**config.mk**
```make
export PLATFORM = sky130hd
export DESIGN_NAME = gpzda_transmitter_flat
export DESIGN_NICKNAME = d
export VERILOG_FILES = /design/src/rtl/gpzda_transmitter_if.sv /design/src/rtl/gpzda_transmitter.sv /design/src/flat_wrapper.sv
export SDC_FILE = /design/constraint.sdc
export NUM_CORES = 1
export LEC_CHECK = 0
export BUFFER_PORTS_ARGS = -buffer_cell sky130_fd_sc_hd__buf_2
export CAP_MARGIN = 20
export CORE_UTILIZATION = 50
export CTS_BUF_LIST = sky130_fd_sc_hd__clkbuf_2 sky130_fd_sc_hd__clkbuf_4 sky130_fd_sc_hd__clkbuf_8
export CTS_CLUSTER_DIAMETER = 50
export DETAILED_ROUTE_END_ITERATION = 10
export GPL_ROUTABILITY_DRIVEN = 0
export PLACE_DENSITY = 0.74
export SLEW_MARGIN = 15
export SYNTH_ARGS = -nofsm -noshare
export SYNTH_HDL_FRONTEND = slang
export SYNTH_SLANG_ARGS = --single-unit
export TNS_END_PERCENT = 5
```
**constraint.sdc**
```tcl
create_clock -name clock -period 6.3 [get_ports clock]
set_clock_uncertainty 0.2 [all_clocks]
set_input_delay 0.945 -clock clock [delete_from_list [all_inputs] [get_ports clock]]
set_output_delay 0.945 -clock clock [all_outputs]
set_load 0.05 [all_outputs]
```
**src/rtl/gpzda_transmitter_if.sv**
```systemverilog
// Byte stream carrying the transmitted GPZDA sentence: data/valid from the
// transmitter, ready back from the sink.
interface gpzda_transmitter_if #(
    parameter int B = 8
);
    logic [B-1:0] data;
    logic         valid;
    logic         ready;

    modport master (output data, output valid, input ready);
    modport slave  (input data, input valid, output ready);
endinterface

```
**src/rtl/gpzda_transmitter.sv**
```systemverilog
// gpzda_transmitter: builds a "$GPZDA,..." NMEA sentence and sends it one byte per valid/ready transfer.
// Defining GPZDA_TX_CRLF_EN appends CR/LF after the checksum.
module gpzda_transmitter #(
    parameter int                     B         = 8,
    parameter int                     PrefixLen = 5,
    parameter logic [PrefixLen*B-1:0] Prefix    = "GPZDA",
    parameter logic [B-1:0]           Separator = ","
) (
    input  logic                clock,
    input  logic                reset,
    input  logic                start,
    input  logic [9*B-1:0]      utc,
    input  logic [2*B-1:0]      day,
    input  logic [2*B-1:0]      month,
    input  logic [2*B-1:0]      year,
    gpzda_transmitter_if.master tx,
    output logic                busy,
    output logic                done,
    output logic                error
);

    localparam int BaseLen = PrefixLen + 27;
`ifdef GPZDA_TX_CRLF_EN
    localparam int N = BaseLen + 2;
`else
    localparam int N = BaseLen;
`endif
    localparam logic [5:0] IdxLast = 6'(N - 1);
    localparam logic [5:0] IdxStar = 6'(BaseLen - 3);

    typedef enum logic [1:0] {
        IDLE    = 2'd0,
        CONVERT = 2'd1,
        SEND    = 2'd2,
        DONE    = 2'd3
    } state_t;

    state_t           state_r;
    logic [9*B-1:0]   utc_r;
    logic [23:0]      day_dd_r;    // {2 BCD digits, binary shift register}
    logic [23:0]      month_dd_r;
    logic [31:0]      year_dd_r;   // {4 BCD digits, binary shift register}
    logic [3:0]       cnt_r;
    logic [5:0]       idx_r;
    logic [7:0]       cks_r;
    logic [B-1:0]     data_r;
    logic             valid_r;
    logic             busy_r;
    logic             done_r;
    logic             error_r;

    logic             out_of_range_s;
    logic [BaseLen*B-1:0] base_s;
    logic [N*B-1:0]   sentence_s;
    logic [B-1:0]     next_byte_s;

    // One double-dabble step for a 2-digit BCD field.
    function automatic logic [23:0] dabble2(input logic [23:0] v);
        logic [23:0] t;
        t = v;
        for (int i = 0; i < 2; i++) begin
            if (t[16+4*i +: 4] >= 4'd5) t[16+4*i +: 4] = t[16+4*i +: 4] + 4'd3;
        end
        return {t[22:0], 1'b0};
    endfunction

    // One double-dabble step for a 4-digit BCD field.
    function automatic logic [31:0] dabble4(input logic [31:0] v);
        logic [31:0] t;
        t = v;
        for (int i = 0; i < 4; i++) begin
            if (t[16+4*i +: 4] >= 4'd5) t[16+4*i +: 4] = t[16+4*i +: 4] + 4'd3;
        end
        return {t[30:0], 1'b0};
    endfunction

    function automatic logic [7:0] dec_char(input logic [3:0] d);
        return {4'h3, d};
    endfunction

    function automatic logic [7:0] hex_char(input logic [3:0] n);
        return (n < 4'd10) ? {4'h3, n} : ({4'h0, n} + 8'h37);
    endfunction

    // Range check on the raw start-cycle inputs.
    always_comb begin
        out_of_range_s = 1'b0;
        if ((day > 16'd99) || (month > 16'd99) || (year > 16'd9999)) begin
            out_of_range_s = 1'b1;
        end else begin
            out_of_range_s = 1'b0;
        end
    end

    // H/L read the live checksum; it is complete once the byte before "*" has gone out.
    assign base_s = {8'h24, Prefix, Separator, utc_r, Separator,
                     dec_char(day_dd_r[23:20]), dec_char(day_dd_r[19:16]), Separator,
                     dec_char(month_dd_r[23:20]), dec_char(month_dd_r[19:16]), Separator,
                     dec_char(year_dd_r[31:28]), dec_char(year_dd_r[27:24]),
                     dec_char(year_dd_r[23:20]), dec_char(year_dd_r[19:16]), Separator,
                     Separator, 8'h2A, hex_char(cks_r[7:4]), hex_char(cks_r[3:0])};

`ifdef GPZDA_TX_CRLF_EN
    assign sentence_s = {base_s, 8'h0D, 8'h0A};
`else
    assign sentence_s = base_s;
`endif

    // Byte mux: selects the byte following the one currently presented.
    always_comb begin
        next_byte_s = '0;
        if (idx_r < IdxLast) begin
            next_byte_s = sentence_s[(N - 2 - int'(idx_r)) * B +: B];
        end else begin
            next_byte_s = '0;
        end
    end

    // Sentence FSM with all outputs registered.
    always_ff @(posedge clock or posedge reset) begin
        if (reset) begin
            state_r    <= IDLE;
            utc_r      <= '0;
            day_dd_r   <= 24'h000000;
            month_dd_r <= 24'h000000;
            year_dd_r  <= 32'h00000000;
            cnt_r      <= 4'd0;
            idx_r      <= 6'd0;
            cks_r      <= 8'h00;
            data_r     <= '0;
            valid_r    <= 1'b0;
            busy_r     <= 1'b0;
            done_r     <= 1'b0;
            error_r    <= 1'b0;
        end else begin
            case (state_r)
                IDLE: begin
                    if (start) begin
                        if (out_of_range_s) begin
                            error_r <= 1'b1;
                        end else begin
                            error_r    <= 1'b0;
                            busy_r     <= 1'b1;
                            utc_r      <= utc;
                            day_dd_r   <= {8'h00, day};
                            month_dd_r <= {8'h00, month};
                            year_dd_r  <= {16'h0000, year};
                            cnt_r      <= 4'd0;
                            idx_r      <= 6'd0;
                            cks_r      <= 8'h00;
                            state_r    <= CONVERT;
                        end
                    end
                end
                CONVERT: begin
                    day_dd_r   <= dabble2(day_dd_r);
                    month_dd_r <= dabble2(month_dd_r);
                    year_dd_r  <= dabble4(year_dd_r);
                    cnt_r      <= cnt_r + 4'd1;
                    if (cnt_r == 4'd15) begin
                        data_r  <= 8'h24;
                        valid_r <= 1'b1;
                        idx_r   <= 6'd0;
                        state_r <= SEND;
                    end
                end
                SEND: begin
                    if (valid_r && tx.ready) begin
                        if ((idx_r >= 6'd1) && (idx_r < IdxStar)) begin
                            cks_r <= cks_r ^ data_r;
                        end
                        if (idx_r == IdxLast) begin
                            valid_r <= 1'b0;
                            data_r  <= '0;
                            done_r  <= 1'b1;
                            state_r <= DONE;
                        end else begin
                            idx_r  <= idx_r + 6'd1;
                            data_r <= next_byte_s;
                        end
                    end
                end
                DONE: begin
                    done_r  <= 1'b0;
                    busy_r  <= 1'b0;
                    idx_r   <= 6'd0;
                    state_r <= IDLE;
                end
                default: begin
                    state_r <= IDLE;
                end
            endcase
        end
    end

    assign tx.data  = data_r;
    assign tx.valid = valid_r;
    assign busy     = busy_r;
    assign done     = done_r;
    assign error    = error_r;

endmodule

```
**src/flat_wrapper.sv**
```systemverilog
// flat-port wrapper written by rule: the top's interface ports become plain ports
module gpzda_transmitter_flat 
#(
    parameter int                     B         = 8,
    parameter int                     PrefixLen = 5,
    parameter logic [PrefixLen*B-1:0] Prefix    = "     ",
    parameter logic [B-1:0]           Separator = " "
)
  (clock, reset, start, utc, day, month, year, busy, done, error, tx_data, tx_valid, tx_ready);
  gpzda_transmitter_if #(.B(B)) tx_i ();
  input  logic clock;
  input  logic reset;
  input  logic start;
  input  logic [9*B-1:0] utc;
  input  logic [2*B-1:0] day;
  input  logic [2*B-1:0] month;
  input  logic [2*B-1:0] year;
  output logic busy;
  output logic done;
  output logic error;
  output wire logic [$bits(tx_i.data)-1:0] tx_data;
  output wire logic [$bits(tx_i.valid)-1:0] tx_valid;
  input wire logic [$bits(tx_i.ready)-1:0] tx_ready;
  assign tx_data = tx_i.data;
  assign tx_valid = tx_i.valid;
  assign tx_i.ready = tx_ready;
  gpzda_transmitter #(.B(B), .PrefixLen(PrefixLen), .Prefix(Prefix), .Separator(Separator)) u_core (.clock(clock), .reset(reset), .start(start), .utc(utc), .day(day), .month(month), .year(year), .tx(tx_i), .busy(busy), .done(done), .error(error));
endmodule
```
# Yosys cells after proc, flatten, opt, wreduce, memory -nomap -nowiden
# Cells that the tools add are included.
# word_totals
reg_bits	184
out_inout_bits	12
elab_cells	133
# op_classes
n_addsub	13
order_cmp	16
n_eq_ne	12
shifts	1
n_mux	56
bitwise	2
reduce_logical	20
# op_table
cell	n
256-bit by 10-bit indexed part select with 8-bit output	1
24-bit two-way mux	4
24-bit case mux with 2 select lines	2
8-bit two-way mux	10
32-bit two-way mux	2
32-bit case mux with 2 select lines	1
4-bit by 3-bit >= comparator with 1-bit output (second input constant)	8
16-bit by 7-bit > comparator with 1-bit output (second input constant)	2
8-bit case mux with 2 select lines	2
6-bit two-way mux	5
4-bit two-way mux	7
6-bit case mux with 4 select lines	1
4-bit by 2-bit adder with 4-bit output (second input constant)	5
16-bit by 14-bit > comparator with 1-bit output (second input constant)	1
3-bit AND reduction	5
5-bit AND reduction	3
4-bit by 6-bit adder with 7-bit output (second input constant)	2
6-bit by 5-bit less-than comparator with 1-bit output (second input constant)	2
2-bit two-way mux	5
2-bit nonzero test	5
3-bit by 2-bit adder with 3-bit output (second input constant)	3
1-bit two-way mux	9
3-bit two-way mux	3
4-bit less-than comparator (second input constant)	2
20 further kinds	30

# Depth between registers and ports, before layout
# Gate-level depths: netlist of the first run.
# depth
depth_word	7
depth_mapped	12
mapped_depth_nobuf	8

# Worst setup path after synthesis of the first run
# OpenSTA, ideal clock, no wires.
# synth_path
path_kind	reg-to-reg
from	register u_core.idx_r[0]
to	register u_core.data_r[2] (netlist: u_core.tx.data[2])
arrival_time_ns	2.604
required_ns	6.022
setup_slack_ns	3.419
stages_incl_launch_ff	12
n_path_buf	3
path_cell_list	dfrtp_1 -> buf_2 -> inv_1 -> clkbuf_1 -> ha_1 -> buf_2 -> nor2_1 -> a22oi_1 -> nor3_1 -> nor3_1 -> or4_1 -> a21oi_1
# synth_via
elab_chain_len	6
# synth_rtl
element	line_no	rtl
start, declared	gpzda_transmitter.sv:44	logic [5:0] idx_r;
start signal, assigned	gpzda_transmitter.sv:178	idx_r <= idx_r + 6'd1;
5-bit by 6-bit subtractor with 7-bit output	gpzda_transmitter.sv:113	next_byte_s = sentence_s[(N - 2 - int'(idx_r)) * B +: B];
256-bit by 10-bit indexed part select with 8-bit output	gpzda_transmitter.sv:113	
8-bit two-way mux	gpzda_transmitter.sv:112	if (idx_r < IdxLast) begin
8-bit two-way mux (*)	gpzda_transmitter.sv:172	if (idx_r == IdxLast) begin
8-bit two-way mux (*)	gpzda_transmitter.sv:168	if (valid_r && tx.ready) begin
8-bit case mux with 2 select lines (*)	gpzda_transmitter.sv:136	case (state_r)
end signal, assigned	gpzda_transmitter.sv:179	data_r <= next_byte_s;
end, declared	gpzda_transmitter.sv:46	logic [B-1:0] data_r;
# Every way passes the cells marked *; elsewhere a longest branch is shown, timed or not. The select of a mux whose other input is x is not followed.
# A chain may end at the register's enable or synchronous reset.

# Final worst setup path of the first run
# layout_path
from	input month[4]
to	register u_core.idx_r[3]
# layout_via
elab_chain_len	6
# layout_rtl
element	line_no	rtl
start, declared	flat_wrapper.sv:16	input logic [2*B-1:0] month;
16-bit by 7-bit > comparator with 1-bit output	gpzda_transmitter.sv:88	if ((day > 16'd99) || (month > 16'd99) || (year > 16'd9999)) begin
1-bit logical OR (2 in series)	gpzda_transmitter.sv:88	
1-bit two-way mux	gpzda_transmitter.sv:88	
2-bit != test (no source line)	--	
5-bit AND reduction (no source line)	--	
# No other way between the ends.

==> summary.md, run 1 <==
| Metric | Value |
|---|---|
| Tcrit/Tclk final | 0.601 |
| Clock sink count | 184 |
| Commonest cells in the netlist | nand2_1 (378), dfrtp_1 (184), o21ai_0 (119) |
| Worst Setup End Kind | flip-flop |
| Rel. slew slack | 0.303 |
| Cell variety after synth | 63 |
| Share of flip-flops with an asynchronous set or reset | 1.00 |
| Synth top area share | 0.465 |
| Synth warn | 0 |
| R2R Path Start | u_core.state_r[0]$_DFFE_PP0P_ |
| Cell Area, Synth | 9900 um^2 |
| Final hold violations | 0 |
| Number of synthesized flops with an enable pin | 0 |
| Largest net degree at the start of global routing | 141 |
| FP Rows | 51 |
| Synth area leader | dfrtp_1 |
| Worst skew pair latency | 0.49 ns |
| CTS tree | built |
| CTS root buffer | clkbuf_8 |
| DP HPWL | 16.3 mm |
| Post-DR wirelength/cell | 16.0 um |
| Register clock-pin slew on the reported worst setup and hold paths | 0.11 ns |
| Hold path startpoint | u_core.utc_r[1]$_DFFE_PP0P_ |
| CP Max Fanout | 77 |
| 1st-iter DRT viols | 825 |
| Cells on worst reg2reg path | 8 |
| Hold-fix buffers, CTS | 0 |
| CP required | 6.49 ns |
| Syn-to-layout area delta | 12.6% |
| Worst R2R End | u_core.idx_r[3]$_DFFE_PP0P_ |
| Total number of vias | 8368 |
| Total setup buffers inserted after CTS | 0 |
| Io pins | 136 |
| Synthesized area per cell | 8.83 um^2 |
| Gr usage total | 0.250 |
| Routed vias/inst | 5.59 |
| Cts repair resizes | 0 |
| Die area | 20400 um^2 |
| Final Hold Slack | 0.271 ns |
| Cells after Synth | 1122 |
| Leakage | 5.25 nW |
| Worst Setup Start Kind | primary input |
| Starting density of the core | 0.509 |
| Die W | 143 um |
| Port Buf Inserts | 135 |
| Setup CP Type | primary input to flip-flop |
| Total Wirelength | 24.0 mm |
| DRC Markers | 0 |
| Inserted Clock Buffers | 17 |
| Final Util | 0.573 |
| Yosys reg bits | 184 |
| H-tree depth | 4 |
| Max VDD drop | 0.000160 V |
| Synth top area cells | dfrtp_1 (46%), nand2_1 (14%), o21ai_0 (6.0%) |
| Vias in the first global route | 7942 |
| Share of layout cells above drive strength 1 | 0.166 |
| Layout net count | 1368 |
| Crit-path cells | buf_2 > o311ai_0 > nand4_1 > a2111oi_4 > buf_4 > o21ai_1 > a21o_1 > a22o_1 |
| DR pass1 iterations | 5 |
| Pins Over Slew Limit | 0 |
| RSZ-0062 raised after global routing | false |
| CP max stage delay | 0.75 ns |
| Total power | 0.00345 W |
| Sequential-to-total area share from yosys stat | 0.465 |
| Slew of the pin with the lowest slew margin | 1.04 ns |
| Core outline area | 19500 um^2 |
| Most common cell in the netlist | nand2_1 |
| Top_reg_cell synth | dfrtp_1 |
| Slowest-stage cell, CP | o311ai_0 |
| Initial antenna violation count | 0 |
| First-pass GRT wire length | 39.8 mm |
| HP Class | flip-flop to flip-flop |
| Total of max-cap violations | 0 |
| PD cells | 310 nW/um^2 |
| WHS Path Cells | 2 |
| Crit path DAT | 3.97 ns |
| Hold EP | u_core.utc_r[1]$_DFFE_PP0P_ |
| Mapped Nets | 1272 |
| Fmax achieved | 264 MHz |
| Final Critical Period | 3.78 ns |
| Status | finished clean |
| Die Y | 143 um |
| Longest Clk Path Bufs | 2 |
| Antenna cells | 0 |
| Setup Viol. Count Final | 0 |
| Final ANT Viol Nets | 0 |
| Total negative slack | 0 ns |
| Worst R2R Setup Slack | 2.54 ns |
| Congestion Overflow GR | 0 |
report_power, final:
part,internal (W),leakage [nW],switching [W],total (W)
clock,0.000337,0.203,0.000495,0.000833
combinational,0.000387,2.57,0.000716,0.00110
sequential,0.00137,2.47,0.000151,0.00152
total,0.00209,5.25,0.00136,0.00345
area by class of cell:
class	count	area, um^2
fill	1741	8320
multi-input combinational	840	4930
sequential	184	4600
timing repair buffer	144	747
tap	265	332
clock buffer	17	234
clock inverter	15	178
inverter	31	121
worst max-delay path by stage:
stage,from,to,cells past startpoint
final,month[4],u_core.idx_r[3]$_DFFE_PP0P_,8
after global placement,month[4],u_core.idx_r[3]$_DFFE_PP0P_,8
after global routing,u_core.state_r[0]$_DFFE_PP0P_,u_core.idx_r[1]$_DFFE_PP0P_,8
after floorplan,reset,u_core.busy$_DFFE_PP0P_,1
after CTS,month[4],u_core.idx_r[1]$_DFFE_PP0P_,8
after detailed placement,month[4],u_core.idx_r[1]$_DFFE_PP0P_,8
kinds of logic after synthesis:
kind of cell	share of synthesized area
compound gates	0.155
flops	0.465
xor+xnor	0.0167
mux	0.0930
simple gates	0.198
buf+inv	0.0404
fa+ha+maj	0.0328
through the flow:
step | cell area (um^2) | setup WS [ns] | std cells
after global routing | 11100 | 2.25 | 1496
after floorplan | 9900 | 0.155 | 1122
after detailed placement | 10700 | 1.97 | 1464
after global placement | 10700 | 2.09 | 1464
after CTS | 11100 | 2.49 | 1496
final | 11100 | 2.52 | 1496
routing by layer:
layer | GRT usage | up-vias | wire length [um]
li1 | - | 4052 | -
met1 | 0.355 | 3989 | 10800
met2 | 0.391 | 278 | 11400
met3 | 0.0379 | 49 | 1260
met4 | 0.0877 | 0 | 513
met5 | 0 | - | 0
registers in the layout (all words and copies together) (netlist names), 2 cells and up:
signal             flops
u_core.tx.data         8
u_core.month_dd_r     24
u_core.state_r         2
u_core.cnt_r           4
u_core.utc_r          72
u_core.year_dd_r      32
u_core.day_dd_r       24
u_core.idx_r           6
u_core.cks_r           8
worst max-delay path, delay by kind of cell:
kind | cells | cell delay (ns)
compound gates | 5 | 1.94
buf+inv | 2 | 0.79
simple gates | 1 | 0.28
layout by cell type, fill, tap and decap left out, drive strengths merged, types with 4 or more instances in the layout:
cell,instances
nor2,18
o31ai,13
a31oi,6
a22o,6
nor2b,4
o41ai,4
clkbuf,17
nand3,14
a311oi,4
o21ai,122
ha,26
a21oi,41
nand2b,13
xnor2,14
inv,38
xor2,4
mux4,14
a221oi,6
o211ai,6
a211oi,14
nor4,8
buf,144
clkinv,5
mux2i,56
nand4,4
nor3,17
nand2,378
dfrtp,184
a21o,5
and2,4
Power figures use the tool's default switching activity.
==> inputs of run 2 (changes only) <==
- PLACE_DENSITY: 0.74 -> 0.71
- clock period: 6.3 -> 3.5 ns (I/O delays scaled with it)
==> run 2 against run 1 <==
The flow now finishes with violations (negative hold slack); combinational power rose by 81%; clock power up 67%; global-route usage decreased by 0.25 points; largest cell class unchanged.
==> summary.md, run 2 (synthesized netlist as in run 1, its figures left out) <==
| Metric | Value |
|---|---|
| Status | complete, but fails checks |
| Failing checks | negative hold slack |
| Final Critical Period | 3.06 ns |
| Port Buf Inserts | 135 |
| PD cells | 544 nW/um^2 |
| Io pins | 136 |
| CP Max Fanout | 30 |
| Starting density of the core | 0.509 |
| Worst Setup Start Kind | flip-flop |
| DP HPWL | 16.7 mm |
| Tcrit/Tclk final | 0.874 |
| Commonest non-fill, non-tap cell in the layout | nand2_1 |
| Die Y | 143 um |
| Total power | 0.00611 W |
| Die area | 20400 um^2 |
| Register clock-pin slew on the reported worst setup and hold paths | 0.09 ns |
| Largest net degree at the start of global routing | 120 |
| Longest Clk Path Bufs | 2 |
| Final Util | 0.577 |
| Gr usage total | 0.248 |
| Share of layout cells above drive strength 1 | 0.173 |
| Register area | 4600 um^2 |
| Inserted Clock Buffers | 17 |
| Total number of vias | 8375 |
| Commonest cells after routing, fill and taps aside | nand2_1 (378), dfrtp_1 (184), buf_2 (135) |
| Crit path DAT | 3.25 ns |
| Initial antenna violation count | 0 |
| Die W | 143 um |
| Worst skew pair latency | 0.47 ns |
| CTS tree | built |
| Total Wirelength | 23.9 mm |
| Routed vias/inst | 5.55 |
| Hold-fix buffers, CTS | 0 |
| Post-DR wirelength/cell | 15.9 um |
| Worst Setup End Kind | flip-flop |
| First-pass GRT wire length | 39.6 mm |
| FP Rows | 51 |
| Max VDD drop | 0.000264 V |
| Setup Viol. Count Final | 0 |
| Congestion Overflow GR | 0 |
| H-tree depth | 4 |
| Final instance area | 11200 um^2 |
| CTS root buffer | clkbuf_8 |
| Syn-to-layout area delta | 13.4% |
| Final ANT Viol Nets | 0 |
| CP max stage delay | 0.54 ns |
| Max reg flops | 72 |
| Top reg by flops | u_core.utc_r |
| HP Class | primary input to asynchronous set/reset pin |
| 1st-iter DRT viols | 630 |
| CP required | 3.69 ns |
| Cts repair resizes | 0 |
| Crit-path cells | inv_1 > ha_1 > buf_12 > clkinv_1 > nor2_1 > a222oi_1 > or4_1 > a21oi_1 |
| DP Area | 10900 um^2 |
| Slowest-stage cell, CP | or4_1 |
| Core outline area | 19500 um^2 |
| Clock sink count | 184 |
| Vias in the first global route | 7898 |
| Total of max-cap violations | 0 |
| Antenna cells | 0 |
| Final hold violations | 6 |
| Rel. slew slack | 0.450 |
| Final Hold Slack | -0.0252 ns |
| Area taken by multi-input logic gates | 4920 um^2 |
| RSZ-0062 raised after global routing | false |
| Slew of the pin with the lowest slew margin | 0.825 ns |
| Fillers | 1745 |
| Total negative slack | 0 ns |
| Fmax achieved | 327 MHz |
| DR pass1 iterations | 8 |
| Layout net count | 1380 |
| Leakage | 5.30 nW |
| Top Registers | u_core.utc_r x72, u_core.year_dd_r x32 |
| Setup CP Type | flip-flop to flip-flop |
| Total setup buffers inserted after CTS | 0 |
| Pins Over Slew Limit | 0 |
| DRC Markers | 0 |
-- run 2: cell types whose count changed in the layout (fill, tap and decap cells not counted), moves of 2 or more --
cell,before,now
clkinv_2,0,4
inv_8,5,1
clkbuf_4,0,2
buf_4,8,17
buf_12,0,4
clkinv_8,2,0
-- run 2: metrics by stage --
| stage | cells | worst slack, ns |
|---|---|---|
| 2_1_floorplan | 1122 | 0.410 |
| 3_5_place_dp | 1476 | 0.509 |
| 6_report | 1508 | 0.440 |
| 4_1_cts | 1508 | 0.485 |
| 5_1_grt | 1508 | 0.165 |
| 3_3_place_gp | 1476 | 0.480 |
-- run 2: report_power, final --
group,total (W),internal (W),leakage [nW],switching [W]
registers,0.00273,0.00246,2.47,0.000266
logic,0.00199,0.000729,2.64,0.00127
clock network,0.00139,0.000588,0.190,0.000797
total,0.00611,0.00378,5.30,0.00233
-- run 2: metal layers --
metal | share of wire | vias up | track usage
li1 | - | 4078 | -
met4 | 0.026 | 0 | 0.0900
met3 | 0.050 | 57 | 0.0436
met1 | 0.46 | 3991 | 0.348
met2 | 0.46 | 249 | 0.384
met5 | 0 | - | 0
-- run 2: worst max-delay path: cells and delay by family (launching register included) --
| family | cells | cell delay [ns] |
|---|---|---|
| and+or+nand+nor | 2 | 1.01 |
| buffers and inverters | 3 | 0.63 |
| DFF | 1 | 0.48 |
| adders and majority gates | 1 | 0.33 |
| AOI/OAI and AO/OA | 2 | 0.32 |
-- run 2: cell type report --
type / instances / share of cell area
clock buffers: 19 / 0.0222
clock inverters: 13 / 0.0107
inverters: 31 / 0.0107
multi-input cells: 840 / 0.438
flip-flops and latches: 184 / 0.410
well taps: 265 / 0.0295
repair buffers: 156 / 0.0786
-- run 2: path summary, 6_finish.rpt --
check / end / cells after the start / slack, ns / from
max in group asynchronous: u_core.month_dd_r[21]$_DFFE_PP0P_ / 3 / 2.39 / reset
min in group clock: u_core.utc_r[51]$_DFFE_PP0P_ / 3 / 0.05 / utc[51]
max: u_core.tx.data[2]$_DFFE_PP0P_ / 8 / 0.44 / u_core.idx_r[1]$_DFFE_PP0P_
max reg2reg: u_core.tx.data[2]$_DFFE_PP0P_ / 8 / 0.44 / u_core.idx_r[1]$_DFFE_PP0P_
min: u_core.year_dd_r[11]$_DFFE_PP0P_ / 3 / -0.03 / reset
min reg2reg: u_core.utc_r[20]$_DFFE_PP0P_ / 2 / 0.27 / u_core.utc_r[20]$_DFFE_PP0P_
